`src/rtl/counter_sequencer.sv`:
```
// counter_sequencer: round-robin command arbiter that expands step commands into inc/dec pulse bursts.
// Define COUNTER_SEQ_CHECK_EN to compile in the shadow counter and the sticky o_err mismatch flag.
module counter_sequencer #(
    parameter  int COUNT = 16,
    parameter  int NREQ  = 2,
    parameter  int STEPW = 8,
    localparam int WIDTH = $clog2(COUNT),
    localparam int IDW   = (NREQ > 1) ? $clog2(NREQ) : 1
) (
    input  logic                  clock,
    input  logic                  reset,
    input  logic [NREQ-1:0]       i_req_valid,
    output logic [NREQ-1:0]       o_req_ready,
    input  logic [NREQ-1:0]       i_req_dir,
    input  logic [NREQ*STEPW-1:0] i_req_steps,
    output logic                  o_inc,
    output logic                  o_dec,
    input  logic [WIDTH-1:0]      i_count,
    output logic                  o_busy,
    output logic                  o_done,
    output logic [IDW-1:0]        o_done_id,
    output logic                  o_err
);
    typedef enum logic [1:0] {IDLE, RUN, DONE} state_t;
    state_t state, state_nx;
    logic [IDW-1:0] ptr, id, win;
    logic [NREQ-1:0] rot;
    logic [STEPW-1:0] rem, win_steps;
    logic found, dir, win_dir, hs;
    // rotate requests so that index 0 is the round-robin pointer
    assign rot = NREQ'({i_req_valid, i_req_valid} >> ptr);
    always_comb begin
        win = '0;
        found = 1'b0;
        for (int i = 0; i < NREQ; i++) begin
            if (!found && rot[i]) begin
                found = 1'b1;
                win = IDW'((int'(ptr) + i) % NREQ);
            end
        end
    end
    always_comb begin
        win_steps = '0;
        win_dir = 1'b0;
        for (int i = 0; i < NREQ; i++) begin
            if (win == IDW'(i)) begin
                win_steps = i_req_steps[i*STEPW +: STEPW];
                win_dir = i_req_dir[i];
            end
        end
    end
    assign hs = (state == IDLE) && found;
    always_ff @(posedge clock or posedge reset) begin
        if (reset) state <= IDLE;
        else state <= state_nx;
    end
    always_comb begin
        state_nx = (state == IDLE) ? (hs ? ((win_steps == '0) ? DONE : RUN) : IDLE) :
                   (state == RUN)  ? ((rem == STEPW'(1)) ? DONE : RUN) : IDLE;
    end
    always_ff @(posedge clock or posedge reset) begin
        if (reset) begin
            ptr <= '0;
            id  <= '0;
            dir <= 1'b0;
            rem <= '0;
        end else if (hs) begin
            ptr <= (int'(win) == NREQ - 1) ? '0 : win + 1'b1;
            id  <= win;
            dir <= win_dir;
            rem <= win_steps;
        end else if (state == RUN) begin
            rem <= rem - 1'b1;
        end
    end
    always_comb begin
        o_req_ready = hs ? (NREQ'(1) << win) : '0;
        o_inc = (state == RUN) && !dir;
        o_dec = (state == RUN) && dir;
        o_busy = (state != IDLE);
        o_done = (state == DONE);
        o_done_id = (state == DONE) ? id : '0;
    end
`ifdef COUNTER_SEQ_CHECK_EN
    logic [WIDTH-1:0] shadow;
    logic err;
    always_ff @(posedge clock or posedge reset) begin
        if (reset) begin
            shadow <= '0;
            err <= 1'b0;
        end else begin
            err <= err | (i_count != shadow);
            if (o_inc) shadow <= (shadow == WIDTH'(COUNT - 1)) ? '0 : shadow + 1'b1;
            else if (o_dec) shadow <= (shadow == '0) ? WIDTH'(COUNT - 1) : shadow - 1'b1;
        end
    end
    assign o_err = err;
`else
    logic unused_count;
    assign unused_count = ^i_count;
    assign o_err = 1'b0;
`endif
endmodule

```
`config.mk`:
```
export PLATFORM = sky130hd
export DESIGN_NAME = counter_sequencer
export DESIGN_NICKNAME = d
export VERILOG_FILES = /design/src/rtl/counter_sequencer.sv
export SDC_FILE = /design/constraint.sdc
export NUM_CORES = 1
export LEC_CHECK = 0
export ABC_CLOCK_PERIOD_IN_PS = 3900
export CAP_MARGIN = 20
export CORE_MARGIN = 1.5
export CORE_UTILIZATION = 45
export CTS_CLUSTER_SIZE = 8
export DETAILED_ROUTE_END_ITERATION = 12
export PLACE_DENSITY = 0.85
export SLEW_MARGIN = 20
export SYNTH_ARGS = -nofsm -noshare
export SYNTH_HDL_FRONTEND = slang
export SYNTH_SLANG_ARGS = --single-unit
```
`constraint.sdc`:
```
create_clock -name clock -period 3.9 [get_ports clock]
set_clock_uncertainty 0.15 [all_clocks]
set_input_delay 0.975 -clock clock [delete_from_list [all_inputs] [get_ports clock]]
set_output_delay 0.975 -clock clock [all_outputs]
set_load 0.02 [all_outputs]
```
* Yosys cells after proc, flatten, opt, wreduce, memory -nomap -nowiden
Cells that the tools add are included.
** Word-level totals
- Output and inout port bits :: 8
- Register bits after elaboration :: 13
- Word-level logic and storage cells :: 39
- Input bits :: 26
** Operators by class
- Add/subtract/negate cells :: 3
- Reduce and logical (&&, ||, !) cells :: 10
- Muxes and demuxes :: 16
- Eq/ne operators :: 3
- Shift-type cells :: 2
** Operators with widths (count)
- $mux W8 :: 3
- $mux W2 :: 6
- $eq A8 B1 Y1 const B :: 1
- $logic_not A8 Y1 :: 1
- $sub A8 B1 Y8 const B :: 1
- $mux W1 :: 7
- $logic_and A1 B1 Y1 :: 4
- $reduce_bool A2 Y1 :: 2
- $shr A4 B1 Y2 :: 1
- $add A1 B1 Y1 const B :: 2
- $eq A2 B1 Y1 const B :: 1
- $eq A2 B2 Y1 const B :: 1
- $logic_not A1 Y1 :: 2
- $logic_not A2 Y1 :: 1
- $shl A1 B1 Y2 const A :: 1

* Longest topological paths before layout
Gate-level depths: netlist of run 1.
- Word-level depth :: 10
- Mapped depth :: 6

* Least setup slack after synthesis of run 1
No wires, ideal clock.
- Kind :: input port to output port
- Start :: input i_req_valid[0]
- End :: output o_req_ready[1]
- Setup slack :: 1143 ps
- Data required time :: 2775 ps
- Data arrival time :: 1632 ps
- Cell stages on the path :: 4
- Buffers on the path :: 1
- Cells stage by stage :: nand2b_1 nand2_1 buf_4 nor2_1
** Between the ends
- Word-level cells in the longest chain between the ends :: 7
** RTL lines
- start: declaration :: line 12 : input logic [NREQ-1:0] i_req_valid,
- $shr A4 B1 Y2 * :: line 31 : assign rot = NREQ'({i_req_valid, i_req_valid} >> ptr);
- $mux W1 :: line 36 : if (!found && rot[i]) begin
- $logic_not A1 Y1 :: line 36
- $logic_and A1 B1 Y1 :: line 36
- $mux W1 :: line 36
- $shl A1 B1 Y2 / $logic_and A1 B1 Y1 (equally long branches) :: line 77, 52
- $mux W2 * :: line 77 : o_req_ready = hs ? (NREQ'(1) << win) : '0;
- end: declaration :: line 13 : output logic [NREQ-1:0] o_req_ready,
Every way passes the cells marked *; elsewhere a longest branch is shown, timed or not.

* Worst setup path after layout of run 1
Ends and elaborated chain as after synthesis.

==> results.md, run 1 <==
* Status: completed
* Hold Crit Class: reg -> reg
* CTS Root Cell: clkbuf_4
* Critical path origin: i_req_valid[0]
* GR Util met2 at 40.6%
* Final setup violation count at 0
* Chip width at 46.7 um
* Most numerous cell in the Yosys netlist: dfrtp_1
* Arr. time, crit path at 2.52 ns
* CP startpoint kind: input port
* CP endpoint: o_req_ready[1]
* Row count at 15
* Residual DRC at 0
* 1st-iter DRT viols at 9
* Final wirelength at 2000 um
* Post-Synthesis Cells at 94
* Worst R2R Start: state[1]
* Initial Util at 48.7%
* Placed cells at 145
* Cts bufs inserted at 3
* Total GRT Usage at 21.6%
* Post-cts resize count at 0
* CP max FO at 5
* Top Usage Layer GRT: met2
* Final hold slack at 0.328 ns
* Post-synth EDFFs at 0
* Via/cell ratio at 5.68
* First-pass GRT wire length at 3200 um
* 1st-pass router iterations at 4
* PortBufs at 28
* Placed Area at 0.00116 mm^2
* GR Util met3 at 3.53%
* Worst vdd ir at 0.169 mV
* Most used DFF post-synth: dfrtp_1
* Fin cells at 149
* Leakage at 0.497 nW
* Hold Buf Count CTS at 0
* ANT cells at 0
* Vias in the first global route at 839
* H-tree depth at 1
* Number of antenna violations at the first check in global routing at 0
* Tcrit/Tclk final at 93.4%
* Crit end category: output port
* Die area at 0.00218 mm^2
* Nets@finish at 153
* Area Growth Syn to Fin at 38.5%
* Total grt overflow at 0
* Layout cell share with drive strength beyond 1 at 4.84%
* Clock transition at path regs at 0.08 ns
* Synth area leader: dfrtp_1
* TritonCTS Sinks at 13
* Cell variety after synth at 33
* Minimum clock period at 3.64 ns
* PD cells at 221 mW/mm^2
* Final setup TNS at 0 ns
* FFs w/ async S/R, synth at 100%
* Final number of max-transition violations at 0
* Final Cell Area at 0.00119 mm^2
* Cell area after synthesis at 858 um^2
* Post-CTS Setup Inserts at 0
* Mean post-synth cell area at 9.13 um^2
* RSZ-0062 raised after global routing: no
* Placed wire-length estimate at 1580 um
* CORE AREA at 0.00176 mm^2
* Max Clk Rate at 0.274 GHz
* GR Util met1 at 21.5%
* Post-synth top area share at 37.9%
* Hold Vio Cnt, Final at 0
* Top cells by area, synth: dfrtp_1 38%, mux2i_1 14%, nor4_1 3.6%, nand2_1 3.1%, nor2_1 3.1%
* Count of state elements after synthesis at 13
* IO Pins at 34
* Chip Height at 46.7 um
* CTS tree: done
* WL/cell at 13.4 um
* Sequential area share after synthesis at 37.9%
* R2r setup slk at 2.22 ns
* Worst-Skew Late Latency at 0.28 ns
* Syn_nets at 122
* Vias at 847
* WS Path Type: in -> out
* CTS Buffer Depth at 2
* Commonest cells post-synth: 13 x dfrtp_1, 12 x mux2i_1, 7 x nand2_1, 7 x nor2_1
* Worst slew pin tran at 0.523 ns
* R2R cell count at 4
* Synth warn at 0
* Slew headroom at 64.8%
* Fillers at 157
* Max cap viols at 0
* CP Data Required Time at 2.77 ns
* GP Congestion at 0.759
* Fin util at 67.4%
* Maximum number of pins on one net before global-route repair at 14
* Antenna viol nets, final at 0
* RR Endpoint: dir
## worst min-delay path by stage
stage / from / end / slack, ns / depth (start not counted)
after floorplan: id / id / 0.29 / 1
after global placement: id / id / 0.31 / 1
after detailed placement: id / id / 0.31 / 1
after CTS: id / id / 0.33 / 1
after global routing: id / id / 0.35 / 1
final: id / id / 0.33 / 1
## cells in the final DEF, fill, tap and decap left out, types with 2 or more instances in the layout
cell | netlist | layout
a21oi_1 | 3 | 3
and2_1 | 2 | 2
and3_1 | 2 | 2
buf_4 | 2 | 2
clkbuf_4 | 0 | 3
clkdlybuf4s50_1 | 0 | 28
dfrtp_1 | 13 | 13
ha_1 | 2 | 2
inv_1 | 5 | 5
mux2i_1 | 12 | 12
nand2_1 | 7 | 7
nand2b_1 | 3 | 3
nand3_1 | 2 | 2
nor2_1 | 7 | 7
nor3_1 | 2 | 2
nor4_1 | 5 | 5
o211ai_1 | 2 | 2
o21ai_0 | 4 | 4
o221ai_1 | 2 | 2
or3_1 | 2 | 2
xor2_1 | 2 | 2
## power breakdown
part           total (W)  switching (W)  leakage (nW)  internal, W
sequential      0.000136    0.000000454         0.149     0.000136
clock          0.0000834      0.0000436        0.0150    0.0000397
combinational  0.0000429      0.0000166         0.333    0.0000263
## routing by layer
layer	part of all wire (%)	wire [um]	vias up
li1	-	-	408
met1	39	775	393
met2	52	1040	41
met3	7.2	144	5
met4	2.1	42	0
met5	0	0	-
## flip-flops by register name, indices dropped and copies added, names as in the netlist
name	flops
state	2
ptr	1
id	1
rem	8
dir	1
## metrics by stage
stage | power [W] | worst slack (ns)
CTS | 0.000266 | 0.247
finish | 0.000262 | 0.256
global placement | 0.000181 | 0.291
global route | 0.000276 | 0.162
floorplan | 0.000154 | 1.14
detailed placement | 0.000182 | 0.256
## critical path, stage by stage
cell	delay (ns)
clkdlybuf4s50_1	0.48
nand2b_1	0.13
nand2_1	0.08
nor2_1	0.21
clkdlybuf4s50_1	0.65
## cells by family (layout without fill, tap and decap cells)
| logic type | Yosys count | after routing | synth area share, % |
|---|---|---|---|
| AND/OR/NAND/NOR | 35 | 35 | 21.6 |
| buffers and inverters | 9 | 39 | 4.81 |
| multiplexers | 12 | 12 | 14.0 |
| AO/OA/AOI/OAI | 19 | 19 | 15.3 |
| XOR/XNOR | 3 | 3 | 3.06 |
| other | 1 | 1 | 0.437 |
| adder cells (fa/ha/maj) | 2 | 2 | 2.91 |
| flip-flops | 13 | 13 | 37.9 |
## final cells by class
cell class	count	area, um^2	share of cell area, %
sequential	13	325	27.4
tap	25	31.3	2.63
clock buffer	4	26.3	2.21
inverter	5	18.8	1.58
multi-input combinational	72	492	41.4
timing repair buffer	30	295	24.8
(Power assumes the default switching activity.)
==> run 2, diff against run 1 <==
--- a/config.mk
+++ b/config.mk
@@ -9,6 +9,7 @@
 export CAP_MARGIN = 20
 export CORE_MARGIN = 1.5
 export CORE_UTILIZATION = 45
+export CTS_CLUSTER_DIAMETER = 120
 export CTS_CLUSTER_SIZE = 8
 export DETAILED_ROUTE_END_ITERATION = 12
 export PLACE_DENSITY = 0.85
==> results of run 2 <==
The final DEF is identical to that of run 1; final timing and power are the same.
